`config.mk`:
```
export PLATFORM = sky130hd
export DESIGN_NAME = vend_txn_ctrl
export DESIGN_NICKNAME = d
export VERILOG_FILES = /design/src/rtl/vend_pkg.sv /design/src/rtl/vend_payout.sv /design/src/rtl/vend_txn_ctrl.sv
export SDC_FILE = /design/constraint.sdc
export NUM_CORES = 1
export LEC_CHECK = 0
export CORE_ASPECT_RATIO = 2
export CORE_MARGIN = 2
export CORE_UTILIZATION = 30
export CTS_CLUSTER_DIAMETER = 60
export DETAILED_ROUTE_END_ITERATION = 16
export DONT_BUFFER_PORTS = 1
export GPL_TIMING_DRIVEN = 0
export MAX_ROUTING_LAYER = met4
export PLACE_DENSITY_LB_ADDON = 0.1
export SLEW_MARGIN = 20
export SYNTH_ARGS = -nofsm -noshare
export SYNTH_HDL_FRONTEND = slang
export SYNTH_SLANG_ARGS = --single-unit
```
`constraint.sdc`:
```
create_clock -name clk -period 7.91 [get_ports clk]
set_input_delay 0.791 -clock clk [delete_from_list [all_inputs] [get_ports clk]]
set_output_delay 0.791 -clock clk [all_outputs]
set_load 0.03 [all_outputs]
```
`src/rtl/vend_pkg.sv`:
```
// rtl/vend_pkg.sv - shared state encoding and item config field positions for vend_txn_ctrl
package vend_pkg;

  typedef enum logic [2:0] {
    IDLE,
    LOOKUP,
    COLLECT,
    DISPENSE,
    CHANGE,
    REFUND
  } state_t;

  localparam int PRICE_LSB = 0;
  localparam int PRICE_MSB = 15;
  localparam int AVAIL_LSB = 16;
  localparam int AVAIL_MSB = 23;

endpackage

```
`src/rtl/vend_payout.sv`:
```
// rtl/vend_payout.sv - ready/valid coin beat generator that drains a credit value
module vend_payout #(
  parameter int CREDIT_W = 24,
  parameter int COIN_VAL = 5
) (
  input  logic                i_active,
  input  logic [CREDIT_W-1:0] i_credit,
  input  logic                i_ready,
  output logic                o_valid,
  output logic [15:0]         o_amt,
  output logic                o_beat,
  output logic [CREDIT_W-1:0] o_credit_nxt,
  output logic                o_done
);

  localparam logic [CREDIT_W-1:0] COIN = CREDIT_W'(COIN_VAL);

  logic [CREDIT_W-1:0] w_amt;

  // Beat value depends only on the held credit, so it stays stable while stalled.
  assign w_amt        = (i_credit < COIN) ? i_credit : COIN;
  assign o_valid      = i_active && (i_credit != '0);
  assign o_amt        = o_valid ? 16'(w_amt) : 16'd0;
  assign o_beat       = o_valid && i_ready;
  assign o_credit_nxt = i_credit - w_amt;
  assign o_done       = o_beat && (o_credit_nxt == '0);

endmodule

```
`src/rtl/vend_txn_ctrl.sv`:
```
// rtl/vend_txn_ctrl.sv - vending transaction FSM: lookup, credit, dispense, change/refund
// Optional audit counters are built when VEND_AUDIT_EN is defined.
module vend_txn_ctrl
  import vend_pkg::*;
#(
  parameter int MAX_ITEMS    = 32,
  parameter int MAX_NOTE_VAL = 100,
  parameter int CREDIT_W     = 24,
  parameter int TIMEOUT_CYC  = 1000,
  parameter int COIN_VAL     = 5,
  localparam int IW = $clog2(MAX_ITEMS),
  localparam int NW = $clog2(MAX_NOTE_VAL) + 1
) (
  input  logic                clk,
  input  logic                rst,
  input  logic                sel_valid,
  input  logic [IW-1:0]       sel_item,
  input  logic [7:0]          sel_count,
  input  logic                cancel,
  input  logic                cur_valid,
  input  logic [NW-1:0]       cur_value,
  output logic                cur_reject,
  output logic [IW-1:0]       cfg_item,
  input  logic [31:0]         cfg_data,
  output logic                upd_valid,
  output logic [IW-1:0]       upd_item,
  output logic [7:0]          upd_count,
  output logic                disp_valid,
  input  logic                disp_ready,
  output logic [IW-1:0]       disp_item,
  output logic [7:0]          disp_count,
  output logic                chg_valid,
  input  logic                chg_ready,
  output logic [15:0]         chg_amt,
  output logic                err_sold_out,
  output logic                busy,
  output logic [CREDIT_W-1:0] credit
`ifdef VEND_AUDIT_EN
  ,
  output logic [31:0]         audit_sales,
  output logic [31:0]         audit_refunds
`endif
);

  localparam int TMO_W = (TIMEOUT_CYC > 1) ? $clog2(TIMEOUT_CYC) : 1;

  state_t              r_state;
  logic                r_sel_prev;
  logic                r_sel_rise;
  logic [IW-1:0]       r_sel_item_p;
  logic [7:0]          r_sel_count_p;
  logic [IW-1:0]       r_item;
  logic [7:0]          r_count;
  logic [CREDIT_W-1:0] r_credit;
  logic [CREDIT_W-1:0] r_total;
  logic [TMO_W-1:0]    r_tmo;

  logic [15:0]         w_price;
  logic [7:0]          w_avail;
  logic                w_lookup_fail;
  logic [CREDIT_W-1:0] w_total;
  logic [CREDIT_W:0]   w_sum;
  logic [CREDIT_W-1:0] w_credit_in;
  logic                w_tmo_hit;
  logic                w_abort;
  logic                w_disp_hs;
  logic                w_pay_active;
  logic                w_beat;
  logic                w_done;
  logic [CREDIT_W-1:0] w_credit_nxt;
  logic                w_unused_cfg;

  assign w_price       = cfg_data[PRICE_MSB:PRICE_LSB];
  assign w_avail       = cfg_data[AVAIL_MSB:AVAIL_LSB];
  assign w_unused_cfg  = ^cfg_data[31:24];
  assign w_lookup_fail = (r_count == 8'd0) || (w_avail < r_count);
  assign w_total       = CREDIT_W'(r_count) * CREDIT_W'(w_price);

  // Credit as it stands after this cycle's note, saturating rather than wrapping.
  assign w_sum       = {1'b0, r_credit} + (CREDIT_W + 1)'(cur_value);
  assign w_credit_in = (r_state == COLLECT && cur_valid)
                       ? (w_sum[CREDIT_W] ? {CREDIT_W{1'b1}} : w_sum[CREDIT_W-1:0])
                       : r_credit;
  assign w_tmo_hit   = !cur_valid && (r_tmo == TMO_W'(TIMEOUT_CYC - 1));
  assign w_abort     = cancel || w_tmo_hit;

  assign w_disp_hs    = (r_state == DISPENSE) && disp_ready;
  assign w_pay_active = (r_state == CHANGE) || (r_state == REFUND);

  vend_payout #(
    .CREDIT_W (CREDIT_W),
    .COIN_VAL (COIN_VAL)
  ) u_payout (
    .i_active     (w_pay_active),
    .i_credit     (r_credit),
    .i_ready      (chg_ready),
    .o_valid      (chg_valid),
    .o_amt        (chg_amt),
    .o_beat       (w_beat),
    .o_credit_nxt (w_credit_nxt),
    .o_done       (w_done)
  );

  assign cur_reject   = cur_valid && (r_state != COLLECT);
  assign cfg_item     = r_item;
  assign err_sold_out = (r_state == LOOKUP) && w_lookup_fail;
  assign disp_valid   = (r_state == DISPENSE);
  assign disp_item    = disp_valid ? r_item : '0;
  assign disp_count   = disp_valid ? r_count : 8'd0;
  assign upd_valid    = w_disp_hs;
  assign upd_item     = w_disp_hs ? r_item : '0;
  assign upd_count    = w_disp_hs ? r_count : 8'd0;
  assign busy         = (r_state != IDLE);
  assign credit       = r_credit;

  always_ff @(posedge clk or posedge rst) begin
    if (rst) begin
      r_state       <= IDLE;
      r_sel_prev    <= 1'b0;
      r_sel_rise    <= 1'b0;
      r_sel_item_p  <= '0;
      r_sel_count_p <= 8'd0;
      r_item        <= '0;
      r_count       <= 8'd0;
      r_credit      <= '0;
      r_total       <= '0;
      r_tmo         <= '0;
    end else begin
      r_sel_prev <= sel_valid;
      r_sel_rise <= sel_valid && !r_sel_prev;
      if (sel_valid && !r_sel_prev) begin
        r_sel_item_p  <= sel_item;
        r_sel_count_p <= sel_count;
      end
      case (r_state)
        IDLE: begin
          r_tmo <= '0;
          if (r_sel_rise) begin
            r_item  <= r_sel_item_p;
            r_count <= r_sel_count_p;
            r_state <= LOOKUP;
          end
        end
        LOOKUP: begin
          r_tmo <= '0;
          if (w_lookup_fail) begin
            r_state <= IDLE;
          end else begin
            r_total <= w_total;
            r_state <= COLLECT;
          end
        end
        COLLECT: begin
          r_credit <= w_credit_in;
          r_tmo    <= (cur_valid || w_abort) ? '0 : r_tmo + TMO_W'(1);
          // Abort outranks a completing note; that note joins the refund.
          if (w_abort) begin
            r_state <= (w_credit_in != '0) ? REFUND : IDLE;
          end else if (w_credit_in >= r_total) begin
            r_state <= DISPENSE;
          end
        end
        DISPENSE: begin
          if (disp_ready) begin
            r_credit <= r_credit - r_total;
            r_state  <= (r_credit != r_total) ? CHANGE : IDLE;
          end
        end
        CHANGE, REFUND: begin
          if (w_beat) r_credit <= w_credit_nxt;
          if (w_done) r_state <= IDLE;
        end
        default: r_state <= IDLE;
      endcase
    end
  end

`ifdef VEND_AUDIT_EN
  logic [31:0] r_audit_sales;
  logic [31:0] r_audit_refunds;

  always_ff @(posedge clk or posedge rst) begin
    if (rst) begin
      r_audit_sales   <= 32'd0;
      r_audit_refunds <= 32'd0;
    end else begin
      if (w_disp_hs) r_audit_sales <= r_audit_sales + 32'(r_count);
      if (r_state == REFUND && w_done) r_audit_refunds <= r_audit_refunds + 32'd1;
    end
  end

  assign audit_sales   = r_audit_sales;
  assign audit_refunds = r_audit_refunds;
`endif

endmodule

```
# Word level (Yosys, flattened, before mapping)
# Index checks and enable logic that the tools add are counted.
# op_classes
addsub	4
multipliers	1
div	0
magnitude_cmp	3
eq_ne	13
shift	0
muxes	22
bitwise_logic	1
reduce_logical	29
# ops
op	n
24-bit two-way mux	5
24-bit case mux with 3 select lines	1
24-bit nonzero test	2
24-bit subtractor	2
24-bit by 8-bit adder with 25-bit output	1
24-bit greater-or-equal comparator	1
24-bit logical NOT	1
24-bit by 3-bit < comparator with 1-bit output, second input constant	1
8-bit by 16-bit multiplier with 24-bit output	1
24-bit != test	1
3-bit two-way mux	7
10-bit case mux with 2 select lines	1
16-bit two-way mux	1
8-bit two-way mux	2
3-bit case mux with 5 select lines	1
10-bit by 1-bit adder with 10-bit output, second input constant	1
10-bit == test, second input constant	1
10-bit two-way mux	1
5-bit two-way mux	2
1-bit logical AND	9
8-bit logical NOT	1
8-bit < comparator	1
3-bit by 2-bit == test with 1-bit output, second input constant	2
3-bit == test, second input constant	2
15 further kinds	25
# totals
regBits	89
latchBits	0
ramBits	0
romBits	0
output_inout_bits	77
n_memories	0

# Logic depth before layout (Yosys ltp)
# Gate-level depths: netlist of run 1.
# logic_depth
ltp_word	7
depth_mapped	20
mapped_depth_nobuf	19

# Hierarchy
# Synthesis of run 1 repeated with hierarchy kept, for this count alone.
# hier_totals
cells_unflattened	1401
hier_area_um2	11657.4
# modules_own_cells
mod	instances	cells_per_inst	area_each_um2	seq_area_each_um2
vend_txn_ctrl	1	1274	10757.8	2227.1
vend_payout	1	127	899.6	0.0

# Worst setup path after synthesis of run 1
# OpenSTA, ideal clock, no wires.
# synth_timing
path_kind	input to register
from	in cfg_data[1]
to	reg r_total[22]
setup_ns	0.133
t_arrival_ns	4.920
required_ns	7.777
slack_ns	2.856
stages	17
n_path_buf	0
cell_sequence	and2_1 -> fa_1 -> fa_1 -> inv_1 -> fa_1 -> fa_1 -> inv_1 -> ha_1 -> o21ai_0 -> o211ai_1 -> a31oi_1 -> o211a_1 -> o31ai_1 -> or4_1 -> a31oi_1 -> xor2_1 -> o21ai_0
# synth_between
elab_chain_len	1
# synth_rtl
element	line_no	source
start, declared	vend_txn_ctrl.sv:24	input logic [31:0] cfg_data,
8-bit by 16-bit multiplier with 24-bit output	vend_txn_ctrl.sv:77	assign w_total = CREDIT_W'(r_count) * CREDIT_W'(w_price);
end signal, assigned	vend_txn_ctrl.sv:149	r_total <= w_total;
end, declared	vend_txn_ctrl.sv:55	logic [CREDIT_W-1:0] r_total;
# No other way between the ends.
# A chain may end at the register's enable or synchronous reset.

# Worst setup path after layout of run 1
# layout_timing
from	reg r_count[7]
to	reg r_total[22]
# layout_between
elab_chain_len	4
elab_cells_between_ends	6
classes_between	mul: 1; order compare: 1; bitwise: 1; reduce/logical: 3
# layout_rtl
element	line_no	source
start, declared	vend_txn_ctrl.sv:53	logic [7:0] r_count;
start signal, assigned	vend_txn_ctrl.sv:140	r_count <= r_sel_count_p;
parallel branches: the longest is 4 deep, another holds 8-bit by 16-bit multiplier with 24-bit output	n/a	
# Several ways; the timed one is not identified.

==> out/qor.csv, run 1 <==
stage;metric;value;unit
run_status;status;complete, no violations;
final_layout;drive_above_1_share;7.23;%
clock_network;clock_latency;370;ps
grt;grt-ovfl-total;0;
floorplan;num_rows;103;
clock_network;cts_root_buf;clkbuf_16;
logic_synthesis;ys_seq_area_share;18.8;%
floorplan;ios;137;
place;place_congestion;0.925;
logic_synthesis;synth.cell_area;11900;um2
grt;grt_pass1_wl;63400;um
floorplan;die_w;145;um
sta;layout_min_cycle_time;6010;ps
detailed_routing;dr.pass1.iters;5;
final_layout;final_cell_mix;nand2_1 (166), inv_1 (138), ha_1 (108), nor2_1 (102), o21ai_0 (94);
grt;antenna_found_initial;0;
floorplan;die_area;41200;um2
place;place_hpwl;32700;um
final_layout;fin_area;12900;um2
clock_network;htree_levels;3;
clock_network;ctsHoldBuffers;0;
worst_setup_path;reg2reg_setup_slack;1900;ps
sta;fin_crit_sh;75.9;%
pwr;p_leak;5.66;nW
place;placed_cell_area;12600;um2
logic_synthesis;synth.area.top_cells;dfrtp_1 (19%), fa_1 (15%), ha_1 (11%), nand2_1 (5.3%), inv_1 (4.4%);
logic_synthesis;synth_edf_count;0;
logic_synthesis;yosysUniqueCellTypes;83;
grt;grt_pass1_vias;11100;
clock_network;numCtsBuffers;9;
sta;maxSlewHeadroom;33.1;%
place;dp_slack;1840;ps
worst_setup_path;critPathLaunch;r_count[7]$_DFFE_PP0P_;
sta;grt_setup_unrepaired;no;
worst_setup_path;critPathKind;reg2reg;
hold_path;hold_path.class;in2async;
run;drv_cap;0;
floorplan;start_util;30.3;%
detailed_routing;postRouteWirelength;40000;um
worst_setup_path;cp_data_required_time;8140;ps
grt;grt_usage;20.6;%
detailed_routing;drc_errors;0;
worst_setup_path;worstPathArrival;6240;ps
detailed_routing;wire_per_inst;20.1;um
worst_setup_path;slowest_stage;fa_1;
grt;grt_max_degree;53;
worst_setup_path;cp_num_buf_inv;3;
place;numPortBuffers;0;
pwr;ir_drop;112;uV
logic_synthesis;yosys_register_bits;89;
worst_setup_path;r2r_end;r_total[22]$_DFFE_PP0P_;
worst_setup_path;critPathLaunchType;flop;
floorplan;fp.coreArea;39200;um2
sta;setup_slack;1900;ps
worst_setup_path;crit-reg2reg-launch;r_count[7]$_DFFE_PP0P_;
worst_setup_path;crit_top_cell;fa_1;
final_layout;synthToLayoutAreaGrowth;8.96;%
logic_synthesis;synthCells;1437;
detailed_routing;vias;10500;
worst_setup_path;rr_worst_depth;18;
clock_network;cts_buffer_depth;2;
worst_setup_path;cp-end-kind;flop;
sta;worst_pin_slew;993;ps
logic_synthesis;synth_top_area_share;18.8;%
worst_setup_path;cp_cell_sequence;clkbuf_1 -> clkbuf_1 -> nand2_1 -> fa_1 -> inv_1 -> fa_1 -> fa_1 -> fa_1 -> ha_1 -> a21o_1 -> a21oi_1 -> nand2b_1 -> o211a_1 -> o31ai_1 -> or4_1 -> a31oi_1 -> xor2_1 -> o21ai_0;
detailed_routing;ant_nets;0;
final_layout;layout.nets;1715;
detailed_routing;viasPerCell;5.28;
detailed_routing;drt_iter0_markers;595;
sta;fin_setup_tns;0;ps
floorplan;die_h;285;um
sta;final_hold_viol_count;0;
logic_synthesis;syn_avg_cell_area;8.25;um2
final_layout;final_common_cell;nand2_1;
sta;final-setup-viol-count;0;
clock_network;path_clk_slew;80;ps
clock_network;cts.sinks;89;
logic_synthesis;synth_top_cell_by_area;dfrtp_1;
logic_synthesis;async_reset_ff_share;100;%
worst_setup_path;path_delay_family;adder cells;
logic_synthesis;synthFlopType;dfrtp_1;
worst_setup_path;cp_slowest_stage_delay;560;ps
clock_network;post_cts_buffers;0;
sta;finClkSkew;13.7;ps
sta;fmaxAchievable;0.166;GHz
pwr;power_density;157;nW/um2
clock_network;cts_resized;0;
worst_setup_path;crit_fanout;10;
logic_synthesis;yosysWarnings;0;
sta;finalMaxSlewViolations;0;
clock_network;cts_tree;done;
-- logic make-up after synthesis --
| group | synth area share (%) |
|---|---|
| AO/OA/AOI/OAI | 18.8 |
| XOR/XNOR | 3.77 |
| adder cells (fa/ha/maj) | 25.9 |
| buffers and inverters | 7.98 |
| flip-flops | 18.8 |
| multiplexers | 3.05 |
| other | 0.0316 |
| AND/OR/NAND/NOR | 21.7 |
-- registers in the layout (all words and copies together) (netlist names) --
name / count
r_state: 3
r_tmo: 10
r_sel_item_p: 5
r_sel_count_p: 8
credit: 24
r_sel_rise: 1
cfg_item: 5
r_count: 8
r_total: 24
r_sel_prev: 1
-- synth_stat cells, types with 6 or more instances --
cell,instances
nor2b_1,8
o211ai_1,6
dfrtp_1,89
a21oi_1,75
fa_1,86
o21ai_0,94
nand3_1,25
xnor2_1,25
and2_1,70
a22oi_1,7
and3_1,16
a31oi_1,18
clkbuf_1,49
a211oi_1,13
nor3_1,44
o21a_1,14
nor4_1,12
ha_1,108
a21o_1,26
mux2_2,25
nor2_1,102
buf_2,9
inv_1,139
a221oi_1,6
mux2i_1,8
o31ai_1,10
nand4_1,18
xor2_1,26
buf_4,20
or3_1,10
nand2_1,166
o21bai_1,8
nand2b_1,12
o22ai_1,6
-- how the worst max path moves through the flow --
stage                                          to  slack, ps  cells past startpoint
after floorplan           r_total[22]$_DFFE_PP0P_       2860                     17
after detailed placement  r_total[22]$_DFFE_PP0P_       1840                     18
after global placement    r_total[22]$_DFFE_PP0P_       1840                     18
after CTS                 r_total[22]$_DFFE_PP0P_       1810                     18
final                     r_total[22]$_DFFE_PP0P_       1900                     18
after global routing      r_total[22]$_DFFE_PP0P_       1480                     18
-- final cells by class --
class,instances,area [um2]
buffer,83,420
antenna,1,2.50
fill,4296,26300
tap,525,657
sequential,89,2230
timing repair buffer,1,27.5
clock inverter,7,93.8
clock buffer,9,225
multi-input combinational,1137,8730
inverter,140,531
-- through the flow --
step                      total power, W  std cells  utilization, %  hold slack (ps)
after floorplan                  0.00128       1449               -              439
after global placement           0.00154       1974            32.0              465
after detailed placement         0.00155       1975            32.1              472
after CTS                        0.00204       1991            33.0              305
after global routing             0.00217       1991            33.0              319
final                            0.00203       1992            33.0              294
-- layer usage --
| layer | vias to the layer above | share of wire [%] | GRT usage [%] |
|---|---|---|---|
| li1 | 4987 | - | - |
| met1 | 5192 | 42 | 24.9 |
| met2 | 293 | 50 | 35.3 |
| met3 | 54 | 5.6 | 3.85 |
| met4 | 0 | 2.5 | 5.22 |
| met5 | - | 0 | - |
-- report_power, final --
group,switching (W),total [W],internal (W),leakage [nW]
Combinational,0.000559,0.000902,0.000343,4.38
Clock,0.000224,0.000479,0.000254,0.153
Sequential,0.000153,0.000645,0.000492,1.13
No activity file was read; power rests on OpenSTA's default activity.
==> run 2: changes to the inputs <==
- clock period: 7.91 -> 5.65 ns (I/O delays scaled with it)
==> run 2 against run 1 <==
- routed wire length is 0.20% lower
- setup slack worse by 1600 ps
- sequential share of layout area hardly changed
- critical path depth is 1 lower
- clock skew hardly changed
- power is 40% higher
- largest cell class unchanged
==> out/qor.csv, run 2 (synthesis gave the netlist of run 1 again) <==
stage;metric;value;unit;change
clock_network;cts_tree;done;;
clock_network;cts.sinks;89;;unchanged
grt;grt-ovfl-total;0;;unchanged
grt;grt.busiest_layer;met2;;
sta;grt_setup_unrepaired;yes;;
detailed_routing;dr.pass1.iters;5;;unchanged
grt;grt_usage;20.6;%;about the same
place;numPortBuffers;0;;unchanged
detailed_routing;ant_nets;0;;unchanged
detailed_routing;viasPerCell;5.29;;+0.14%
floorplan;fp.coreArea;39200;um2;unchanged
grt;grtUsageMet1;24.9;%;about the same
grt;met2_usage;35.3;%;about the same
worst_setup_path;critPathKind;reg2reg;;
clock_network;cts_root_buf;clkbuf_16;;
worst_setup_path;rr_worst_depth;17;;-1
place;place_congestion;0.925;;unchanged
grt;grt_pass1_vias;11100;;-0.14%
worst_setup_path;crit_top_cell;fa_1;;
detailed_routing;drc_errors;0;;unchanged
sta;finalMaxSlewViolations;0;;unchanged
pwr;power_density;219;nW/um2;+39%
pwr;finalPower;0.00283;W;+40%
sta;finClkSkew;13.9;ps;+0.173 ps
floorplan;die_h;285;um;unchanged
floorplan;die_w;145;um;unchanged
clock_network;clock_latency;360;ps;about the same
sta;final-setup-viol-count;0;;unchanged
sta;fmaxAchievable;0.186;GHz;+12%
worst_setup_path;critPathLaunchType;flop;;
final_layout;drive_above_1_share;8.20;%;+0.97 points
final_layout;antenna_cells;0;;-1
sta;maxSlewHeadroom;32.7;%;-0.45 points
sta;layout_min_cycle_time;5370;ps;-640 ps
hold_path;hold_path.class;in2async;;
pwr;p_leak;5.67;nW;+0.27%
clock_network;cts_buffer_depth;2;;unchanged
place;placed_cell_area;12600;um2;unchanged
final_layout;fin_util;33.0;%;+0.070 points
detailed_routing;wire_per_inst;20.1;um;about the same
worst_setup_path;cp_slowest_stage_delay;540;ps;-20 ps
run_status;status;complete, no violations;;
worst_setup_path;crit_fanout;10;;unchanged
worst_setup_path;path_delay_family;adder cells;;
worst_setup_path;cp-end-kind;flop;;
grt;grt_pass1_wl;63400;um;about the same
detailed_routing;postRouteWirelength;39900;um;-0.20%
worst_setup_path;worstPathArrival;5600;ps;-640 ps
pwr;ir_drop;156;uV;+39%
worst_setup_path;cp_num_buf_inv;2;;-1
worst_setup_path;slowest_stage;dfrtp_2;;
worst_setup_path;cp_cell_sequence;buf_6 -> nand2_1 -> fa_1 -> inv_1 -> fa_1 -> fa_1 -> fa_1 -> ha_1 -> a21o_1 -> a21oi_1 -> nand2b_1 -> o211a_1 -> o31ai_1 -> or4_1 -> a31oi_1 -> xor2_1 -> o21ai_0;;
floorplan;die_area;41200;um2;unchanged
clock_network;path_clk_slew;80;ps;about the same
sta;final_hold_viol_count;0;;unchanged
final_layout;layout.nets;1712;;-0.17%
place;place_hpwl;32700;um;unchanged
final_layout;fin_area;12900;um2;+0.21%
grt;use_met3;3.85;%;unchanged
final_layout;final_cell_mix;nand2_1 (166), inv_1 (138), ha_1 (108), nor2_1 (102), o21ai_0 (93);;
grt;grt_max_degree;53;;unchanged
worst_setup_path;path_depth;17;;-1
run;drv_cap;0;;unchanged
final_layout;final_common_cell;nand2_1;;
floorplan;ios;137;;unchanged
detailed_routing;drt_iter0_markers;648;;+8.9%
worst_setup_path;cp_data_required_time;5880;ps;-2260 ps
sta;worst_pin_slew;999;ps;+6.62 ps
floorplan;start_util;30.3;%;unchanged
detailed_routing;vias;10500;;-0.057%
grt;antenna_found_initial;0;;unchanged
final_layout;synthToLayoutAreaGrowth;9.19;%;
sta;fin_crit_sh;95.0;%;+19 points
clock_network;numCtsBuffers;9;;unchanged
clock_network;htree_levels;3;;unchanged
floorplan;num_rows;103;;unchanged
-- run 2: changes by cell type in the layout (fill, tap and decap cells not counted), sizes merged --
cell,previous run,this run
clkbuf,58,51
diode,1,0
buf,35,39
-- run 2: cell type report --
cell class	count	area (um2)
Fill cell	4297	26200
Multi-Input combinational cell	1137	8740
Sequential cell	89	2230
Tap cell	525	657
Inverter	140	531
Buffer	79	429
Clock buffer	9	225
Clock inverter	7	93.8
Timing Repair Buffer	2	35.0
-- run 2: metal layers --
layer | wire length [um] | up-vias
li1 | - | 4984
met1 | 16300 | 5154
met2 | 20000 | 327
met3 | 2550 | 55
met4 | 1030 | 0
met5 | 0 | -
-- run 2: report_power, final --
group | switching [W] | internal [W]
logic | 0.000779 | 0.000480
clock network | 0.000314 | 0.000356
registers | 0.000213 | 0.000688
-- run 2: through the flow --
step	hold slack, ps	setup WS [ps]	instances	TNS (ps)
3_3_place_gp	465	-424	1974	-1220
5_1_grt	93.1	-56.6	1988	-56.6
4_1_cts	78.9	50.8	1987	0
2_1_floorplan	439	656	1449	0
6_report	67.2	283	1988	0
3_5_place_dp	472	-418	1975	-1300
-- run 2: final timing paths --
| kind | from | endpoint | slack [ps] |
|---|---|---|---|
| min in group clk | sel_valid | r_sel_prev$_DFF_PP0_ | 230 |
| setup reg to reg | r_count[7]$_DFFE_PP0P_ | r_total[22]$_DFFE_PP0P_ | 280 |
| setup / recovery | r_count[7]$_DFFE_PP0P_ | r_total[22]$_DFFE_PP0P_ | 280 |
| hold reg to reg | r_sel_count_p[6]$_DFFE_PP0P_ | r_count[6]$_DFFE_PP0P_ | 480 |
| max in group asynchronous | rst | r_count[7]$_DFFE_PP0P_ | 4950 |
| hold / removal | rst | credit[3]$_DFFE_PP0P_ | 70 |
-- run 2: repair_timing --
action / CTS / global route
hold buffers: 0 / 0
endpoints found under the hold margin: 0 / 0
resized for setup: 12 / 15
pin swaps: 0 / 1
setup buffers: 0 / 1
endpoints found under the setup margin: 5 / 6
==> run 3: changes to the inputs <==
- CORE_UTILIZATION: 30 -> 45
- CTS_CLUSTER_DIAMETER: 60 -> not set
==> run 3 against run 2 <==
- die area down 33%
- hold slack got worse by 51 ps
- count of clock-buffer cells in the layout is the same
- utilization up 16 points
- global-route usage grew 7.5 points
- fmax decreased by 0.29%
- sequential cell count is the same
- combinational power hardly changed
- setup slack got worse by 16 ps
- non-clock buffer count decreased by 2
- power is 1.7% lower
- clock power down 5.5%
- largest power group unchanged
==> out/qor.csv, run 3 (synthesis gave the netlist of run 1 again) <==
stage;metric;value;unit;change
pwr;p_comb_share;45.0;%;+0.5 points
worst_setup_path;setup.worst_path.end;r_total[22]$_DFFE_PP0P_;;
clock_network;numCtsBuffers;9;;unchanged
detailed_routing;wl_met3;2340;um;-8.2%
pwr;p_int;0.00148;W;-2.6%
detailed_routing;ant_nets;0;;unchanged
detailed_routing;route.met2.wl;18400;um;-8.0%
final_layout;final_cell_mix;nand2_1 (166), inv_1 (138), ha_1 (108), nor2_1 (102), o21ai_0 (94);;
worst_setup_path;path_depth;17;;unchanged
sta;final_hold_viol_count;0;;unchanged
pwr;p_seq_share;32.2;%;+0.4 points
place;place_hpwl;30400;um;-7.0%
final_layout;drive_above_1_share;8.08;%;-0.13 points
pwr;p_leak;5.66;nW;-0.33%
final_layout;fillers;2780;;-35%
detailed_routing;dr.pass1.iters;6;;+1
detailed_routing;drt_iter0_markers;665;;+2.6%
final_layout;fin_area;12700;um2;-2.1%
final_layout;final_common_cell;nand2_1;;
place;dp_slack;-197;ps;+222 ps
place;place_congestion;0.917;;-0.89%
place;numPortBuffers;0;;unchanged
grt;grt_max_degree;66;;+25%
clock_network;htree_levels;3;;unchanged
pwr;pwr-share-clk;22.7;%;-1.0 points
detailed_routing;wire_per_inst;20.5;um;+2.1%
worst_setup_path;crit_fanout;10;;unchanged
worst_setup_path;cp_num_buf_inv;2;;unchanged
worst_setup_path;cp_slowest_stage_delay;530;ps;about the same
pwr;swShare;46.7;%;+0.53 points
worst_setup_path;r2r_end;r_total[22]$_DFFE_PP0P_;;
sta;fmaxAchievable;0.186;GHz;-0.29%
grt;grt_pass1_wl;59300;um;-6.5%
grt;grt_usage;28.1;%;+7.5 points
sta;finalMaxSlewViolations;0;;unchanged
worst_setup_path;reg2reg_setup_slack;270;ps;-20 ps
worst_setup_path;critPathKind;reg2reg;;
floorplan;die_area;27700;um2;-33%
worst_setup_path;crit_top_cell;fa_1;;
floorplan;num_rows;84;;-18%
worst_setup_path;slowest_stage;fa_1;;
worst_setup_path;path_delay_family;adder cells;;
place;placed_cell_area;12400;um2;-1.8%
grt;antenna_found_initial;2;;+2
final_layout;layout.nets;1710;;-0.12%
pwr;p_switching;0.00130;W;-0.52%
sta;finClkSkew;10.2;ps;-3.66 ps
worst_setup_path;cp-end-kind;flop;;
floorplan;die_w;119;um;-18%
worst_setup_path;crit-reg2reg-launch;r_count[2]$_DFFE_PP0P_;;
clock_network;cts_tree;done;;
detailed_routing;drc_errors;0;;unchanged
worst_setup_path;critPathLaunchType;flop;;
detailed_routing;vias;10600;;+0.53%
clock_network;cts_buffer_depth;2;;unchanged
sta;layout_min_cycle_time;5380;ps;+15.7 ps
floorplan;die_h;234;um;-18%
pwr;ir_drop;143;uV;-8.6%
detailed_routing;viasPerCell;5.85;;+11%
detailed_routing;drt-met1-wl;14800;um;-9.0%
worst_setup_path;critPathLaunch;r_count[2]$_DFFE_PP0P_;;
clock_network;clock_latency;370;ps;about the same
grt;grt-ovfl-total;0;;unchanged
floorplan;ios;137;;unchanged
detailed_routing;postRouteWirelength;37000;um;-7.2%
detailed_routing;top_layer;met4;;
sta;final-setup-viol-count;0;;unchanged
grt;grt_pass1_vias;10700;;-2.9%
worst_setup_path;cp_data_required_time;5890;ps;about the same
worst_setup_path;worstPathArrival;5620;ps;+20 ps
sta;worst_pin_slew;1020;ps;+20.2 ps
sta;setup_slack;267;ps;-15.7 ps
pwr;power_density;220;nW/um2;+0.42%
clock_network;cts_root_buf;clkbuf_16;;
worst_setup_path;cp_cell_sequence;clkbuf_2 -> nand2_1 -> fa_1 -> fa_1 -> inv_1 -> fa_1 -> fa_1 -> ha_1 -> o21ai_0 -> nand2b_1 -> a31oi_1 -> o211a_1 -> o31ai_1 -> or4_1 -> a31oi_1 -> xor2_1 -> o21ai_0;;
sta;fin_crit_sh;95.3;%;+0.28 points
clock_network;cts.sinks;89;;unchanged
run;drv_cap;0;;unchanged
sta;grt_setup_unrepaired;no;;
final_layout;synthToLayoutAreaGrowth;6.93;%;
worst_setup_path;rr_worst_depth;17;;unchanged
hold_path;hold_path.class;in2async;;
run_status;status;complete, no violations;;
floorplan;fp.coreArea;26100;um2;-33%
pwr;finalPower;0.00278;W;-1.7%
sta;maxSlewHeadroom;31.3;%;-1.4 points
clock_network;path_clk_slew;80;ps;about the same
floorplan;start_util;45.5;%;+15 points
run 3: cell count changes in the layout (fill, tap and decap cells not counted), sizes merged:
cell      delta
buf          -4
bufinv       -1
clkbuf       +2
clkinv       +2
clkinvlp     -1
diode        +2
run 3: timing repair:
action / CTS / global route
endpoints found under the setup margin: 4 / 4
buffers inserted: 0 / 0
gates resized for setup: 4 / 11
hold buffers: 0 / 0
run 3: layer usage:
metal	vias to the layer above	track usage [%]
li1	4977	-
met1	5181	33.3
met2	347	47.4
met3	71	5.22
met4	0	10.7
met5	-	-
run 3: worst min path at each step:
stage	start	endpoint	slack, ps	cells past startpoint
2_1_floorplan	r_tmo[9]$_DFFE_PP0P_	r_tmo[9]$_DFFE_PP0P_	440	1
3_3_place_gp	r_sel_count_p[7]$_DFFE_PP0P_	r_count[7]$_DFFE_PP0P_	470	2
3_5_place_dp	rst	r_tmo[8]$_DFFE_PP0P_	410	1
4_1_cts	rst	r_tmo[8]$_DFFE_PP0P_	20	1
5_1_grt	rst	r_tmo[8]$_DFFE_PP0P_	20	1
6_report	rst	r_tmo[8]$_DFFE_PP0P_	20	1
run 3: cell type report:
class / instances / area (um2) / share of cell area (%)
diodes: 2 / 5.00 / 0.0395
well taps: 344 / 430 / 3.40
repair buffers: 1 / 27.5 / 0.217
clock buffers: 9 / 225 / 1.78
clock inverters: 7 / 81.3 / 0.642
multi-input cells: 1137 / 8730 / 68.9
flip-flops and latches: 89 / 2240 / 17.6
plain buffers: 78 / 408 / 3.22
inverters: 140 / 531 / 4.19
run 3: per-stage QoR:
stage / util, % / hold WS [ps] / TNS (ps) / instances
floorplan: - / 439 / 0 / 1449
global placement: 47.3 / 466 / -135 / 1793
detailed placement: 47.5 / 408 / -402 / 1794
CTS: 48.6 / 17.5 / 0 / 1808
global route: 48.6 / 25.0 / 0 / 1806
finish: 48.6 / 16.1 / 0 / 1807
run 3: power groups by stage:
stage	combinational (W)	sequential, W	clock, W
6_report	0.00125	0.000897	0.000633
5_1_grt	0.00138	0.000907	0.000670
4_1_cts	0.00124	0.000900	0.000644
3_5_place_dp	0.00123	0.000913	0
3_3_place_gp	0.00121	0.000913	0
2_1_floorplan	0.000946	0.000850	0
==> RTL change 1, RTL diff (flow settings as in run 3) <==
Build with the macro `VEND_AUDIT_EN` defined.
--- a/src/rtl/vend_txn_ctrl.sv
+++ b/src/rtl/vend_txn_ctrl.sv
@@ -1,5 +1,7 @@
 // rtl/vend_txn_ctrl.sv - vending transaction FSM: lookup, credit, dispense, change/refund
 // Optional audit counters are built when VEND_AUDIT_EN is defined.
+`define VEND_AUDIT_EN
+
 module vend_txn_ctrl
   import vend_pkg::*;
 #(
Check against the original RTL (old outputs only; new: audit_refunds and audit_sales): equivalent (equiv_simple and equiv_induct, registers matched by name and starting in step).
==> RTL change 1 against run 3 <==
  * Routed wire length grew 29%
  * Critical path type unchanged
  * Area after synthesis up 24%
  * Non-clock buffer count rose by 16
  * Sequential cell count increased by 64
  * Final area increased by 26%
  * Setup slack worse by 0.022 ns
  * Utilization grew 1.0 points
  * Clock skew is 0.0084 ns higher
Power is left out: it rests on default switching activity, and per cell area and clock period it moved more than threefold.
==> RTL change 1: results (changes against run 3) <==
metric,value,unit,change
drt initial violations,599,,-9.9%
CP peak stage delay,0.69,ns,+0.16 ns
vias in the first global route,13342,,+24%
WHS,0.136,ns,+0.120 ns
routability cong.,0.993,,+8.3%
Final Non-Filler Cells,2202,,+22%
CTS H-tree depth,4,,+1
Hold Path Class,input port to flop,,
cell area after layout,0.0160,mm^2,+26%
"slowest stage cell, crit path",or4b_2,,
clock insertion delay at the later pin of the skew report,0.46,ns,+0.09 ns
status,completed,,
WL final,47800,um,+29%
xor/xnor cell area share of the yosys netlist,0.0730,,+0.0353
reg2reg setup slack,0.25,ns,-0.02 ns
Synth Area in Adders,0.217,,-0.0418
multiplexer share of the synthesized area,0.0256,,-0.00488
Final Skew,0.0186,ns,+0.00839 ns
post-synthesis instance total,1729,,+20%
"delay-heaviest family, CP",compound AO/OA/AOI/OAI gates,,
layout cell share with drive strength beyond 1,0.0744,,-0.00636
fin nets,2026,,+18%
register area share after synthesis,0.260,,+0.0718
Filler cells,3214,,+16%
DP HPWL,39100,um,+29%
R2R cell count,16,,-1
pin count of the biggest net entering global routing,101,,+53%
slew of the pin with the lowest slew margin,1.14,ns,+0.122 ns
pre-CTS setup slack,-1.02,ns,-0.828 ns
CP arrival,5.80,ns,+0.18 ns
synth unique cells,80,,-3.6%
==> RTL change 1: per-layer routing <==
metal,GRT usage,vias up,share of wire
met5,-,-,0
met4,0.226,0,0.086
met2,0.542,396,0.55
met1,0.256,6086,0.33
li1,-,5969,-
met3,0.0474,186,0.040
==> RTL change 1: layout make-up <==
class,count,share of cell area
multi-input cells,1348,0.626
flip-flops and latches,153,0.239
inverters,147,0.0349
well taps,427,0.0334
plain buffers,90,0.0272
clock buffers,18,0.0268
clock inverters,13,0.00836
repair buffers,5,0.00375
diodes,1,0.000156
==> RTL change 1: repair_timing <==
item / 4_1_cts / 5_1_grt
resized for setup: 16 / 16
hold buffers: 1 / 0
pin swaps: 0 / 2
buffers inserted: 0 / 3
endpoints found under the hold margin: 53 / 0
endpoints found under the setup margin: 11 / 8
==> RTL change 2, RTL diff (config.mk and constraints of run 3) <==
Made on the original files. Encoding of `state_t`: now one-hot (6 bits for 6 states).
--- a/src/rtl/vend_pkg.sv
+++ b/src/rtl/vend_pkg.sv
@@ -1,13 +1,13 @@
 // rtl/vend_pkg.sv - shared state encoding and item config field positions for vend_txn_ctrl
 package vend_pkg;
 
-  typedef enum logic [2:0] {
-    IDLE,
-    LOOKUP,
-    COLLECT,
-    DISPENSE,
-    CHANGE,
-    REFUND
+  typedef enum logic [5:0] {
+    IDLE     = 6'b000001,
+    LOOKUP   = 6'b000010,
+    COLLECT  = 6'b000100,
+    DISPENSE = 6'b001000,
+    CHANGE   = 6'b010000,
+    REFUND   = 6'b100000
   } state_t;
 
   localparam int PRICE_LSB = 0;
Function: no difference found for any inputs over 4 cycles, from zero or initial values and one cycle with rst high; so few cycles prove little.
==> RTL change 2 against run 3 <==
  * Final area grew 0.82%
  * Sequential cell count grew 3
  * Global-route usage increased by 4.8 points
  * Via count up 2.0%
  * Setup slack got worse by 0.18 ns
  * Count of clock-buffer cells in the layout stayed put
  * Area after synthesis decreased by 0.45%
  * Highest routed layer unchanged
  * Routed wire length up 19%
  * Critical endpoint is now credit[18]
  * Sequential share of layout area up 0.53 points
  * Worst hold slack improved by 0.19 ns
  * Synthesized cell count decreased by 1.4%
Power is not shown: default switching activity piles up to over one toggle a cycle in this logic, so the estimate is an artifact.
==> RTL change 2: results (changes against run 3) <==
metric,value,unit,change
status,completed,,
slew of the pin with the lowest slew margin,0.990,ns,-0.0294 ns
register area share after synthesis,0.195,,+0.00732
top post-synthesis cells by area,"dfrtp_1 19%, fa_1 15%, ha_1 11%, inv_1 4.5%, nand2_1 4.5%",,
inverter count,142,,+1.4%
Non-clock buffers,79,,unchanged
Final non-clock buffer share,0.0345,,+0.000112
"Avg Cell Area, Syn",8.33,um^2,+0.95%
CTS H-tree depth,3,,unchanged
GRT Total Usage,0.329,,+0.0478
met1 usage,0.279,,-0.0543
multi-input gate share of the layout cell area,0.684,,-0.00501
async set-reset flop share out of synthesis,1.00,,unchanged
post-synthesis instance total,1417,,-1.4%
WL final,44200,um,+19%
routed wire length on met2,24100,um,+30%
Post-synth top flop,dfrtp_1,,
footprint of the multi-input gates,0.00874,mm^2,about the same
met3 Use GR,0.0490,,-0.00323
Final Skew,0.0207,ns,+0.0105 ns
"CTS clk-pin slew, worst paths",0.08,ns,about the same
Reg area,0.00232,mm^2,+3.9%
Yosys warning total,0,,unchanged
top routing layer in use,met4,,
fin nets,1696,,-0.82%
Filler cells,2669,,-4.0%
via count,10785,,+2.0%
number of antenna diodes,1,,-1
root buf cell,clkbuf_16,,
clock insertion delay at the later pin of the skew report,0.38,ns,
PortBufs,0,,unchanged
DP HPWL,36200,um,+19%
layout cell share with drive strength beyond 1,0.0905,,+0.00977
worst-path fanout max,9,,-1
drt initial violations,757,,+14%
# clock sinks,92,,+3.4%
Synth top cells by count,"142 x inv_1, 142 x nand2_1, 108 x ha_1, 93 x nor2_1",,
clock buffers,9,,unchanged
Routed WL per cell,24.7,um,+21%
placed insts,1770,,-1.3%
multi-input gates,1118,,-1.7%
synth unique cells,75,,-9.6%
antenna violations before repair,1,,-1
Met1 Wirelength,13600,um,-8.1%
pre-CTS setup slack,-0.715,ns,-0.518 ns
routability cong.,1.02,,+12%
ClkCell Share,0.0244,,+0.000195
placed inst area,0.0123,mm^2,-0.49%
pin count of the biggest net entering global routing,70,,+6.1%
Max clock buf depth,2,,unchanged
first-pass GRT wire length,65500,um,+11%
drt first pass iters,6,,unchanged
Most Crowded Layer GR,met2,,
met2 GRT Util,0.615,,+0.141
total length of routed met3 wires,1820,um,-22%
Hold Path Class,input port to flop,,
==> RTL change 2: cell count changes in the layout (fill, tap and decap cells not counted), sizes merged, moves of 7 or more <==
cell	delta
mux2	+12
nor2	-10
a21oi	-9
and2	+11
nor2b	+7
nor3	-13
nor4	+10
nand2	-24
a21o	-8
==> RTL change 2: worst paths after layout <==
| path | endpoint | startpoint | cells past startpoint | slack [ns] |
|---|---|---|---|---|
| max in group asynchronous | credit[13] | rst | 3 | 4.35 |
| max | credit[18] | credit[14] | 17 | 0.09 |
| min reg2reg | cfg_item[4] | r_sel_item_p[4] | 1 | 0.48 |
| min in group asynchronous | credit[3] | rst | 2 | 0.62 |
| max reg2reg | credit[18] | credit[14] | 17 | 0.09 |
| min | r_sel_prev | sel_valid | 0 | 0.21 |
==> RTL change 2: repair_timing <==
| item | 4_1_cts | 5_1_grt |
|---|---|---|
| pin swaps | 1 | 2 |
| buffers inserted | 1 | 5 |
| endpoints found under the setup margin | 36 | 23 |
| resized for setup | 22 | 35 |
| hold buffers | 1 | 0 |
| hold endpoints to repair | 23 | 0 |
==> RTL change 2: cell families after synthesis <==
family / count (synthesis) / synth area share
other cells: 1 / 0.000318
flops: 92 / 0.195
xor+xnor: 52 / 0.0386
buf+inv: 219 / 0.0755
simple gates: 501 / 0.218
compound gates: 314 / 0.171
fa+ha+maj: 194 / 0.260
mux: 44 / 0.0412
==> RTL change 2: worst max-delay path: stages, from the launching register on <==
cell and delay (ns):
dfrtp_2 0.50, clkbuf_2 0.31, nor4_4 0.07, buf_4 0.20, and4_2 0.30, and3_2 0.33, nor2b_4 0.17, nand2b_1 0.15
ha_2 0.26, o21ai_1 0.37, nand2_1 0.20, a41oi_1 0.78, nand2_1 0.46, or4_1 0.54, o21ai_0 0.16, a21boi_0 0.11
a221oi_1 0.32, a21oi_1 0.15
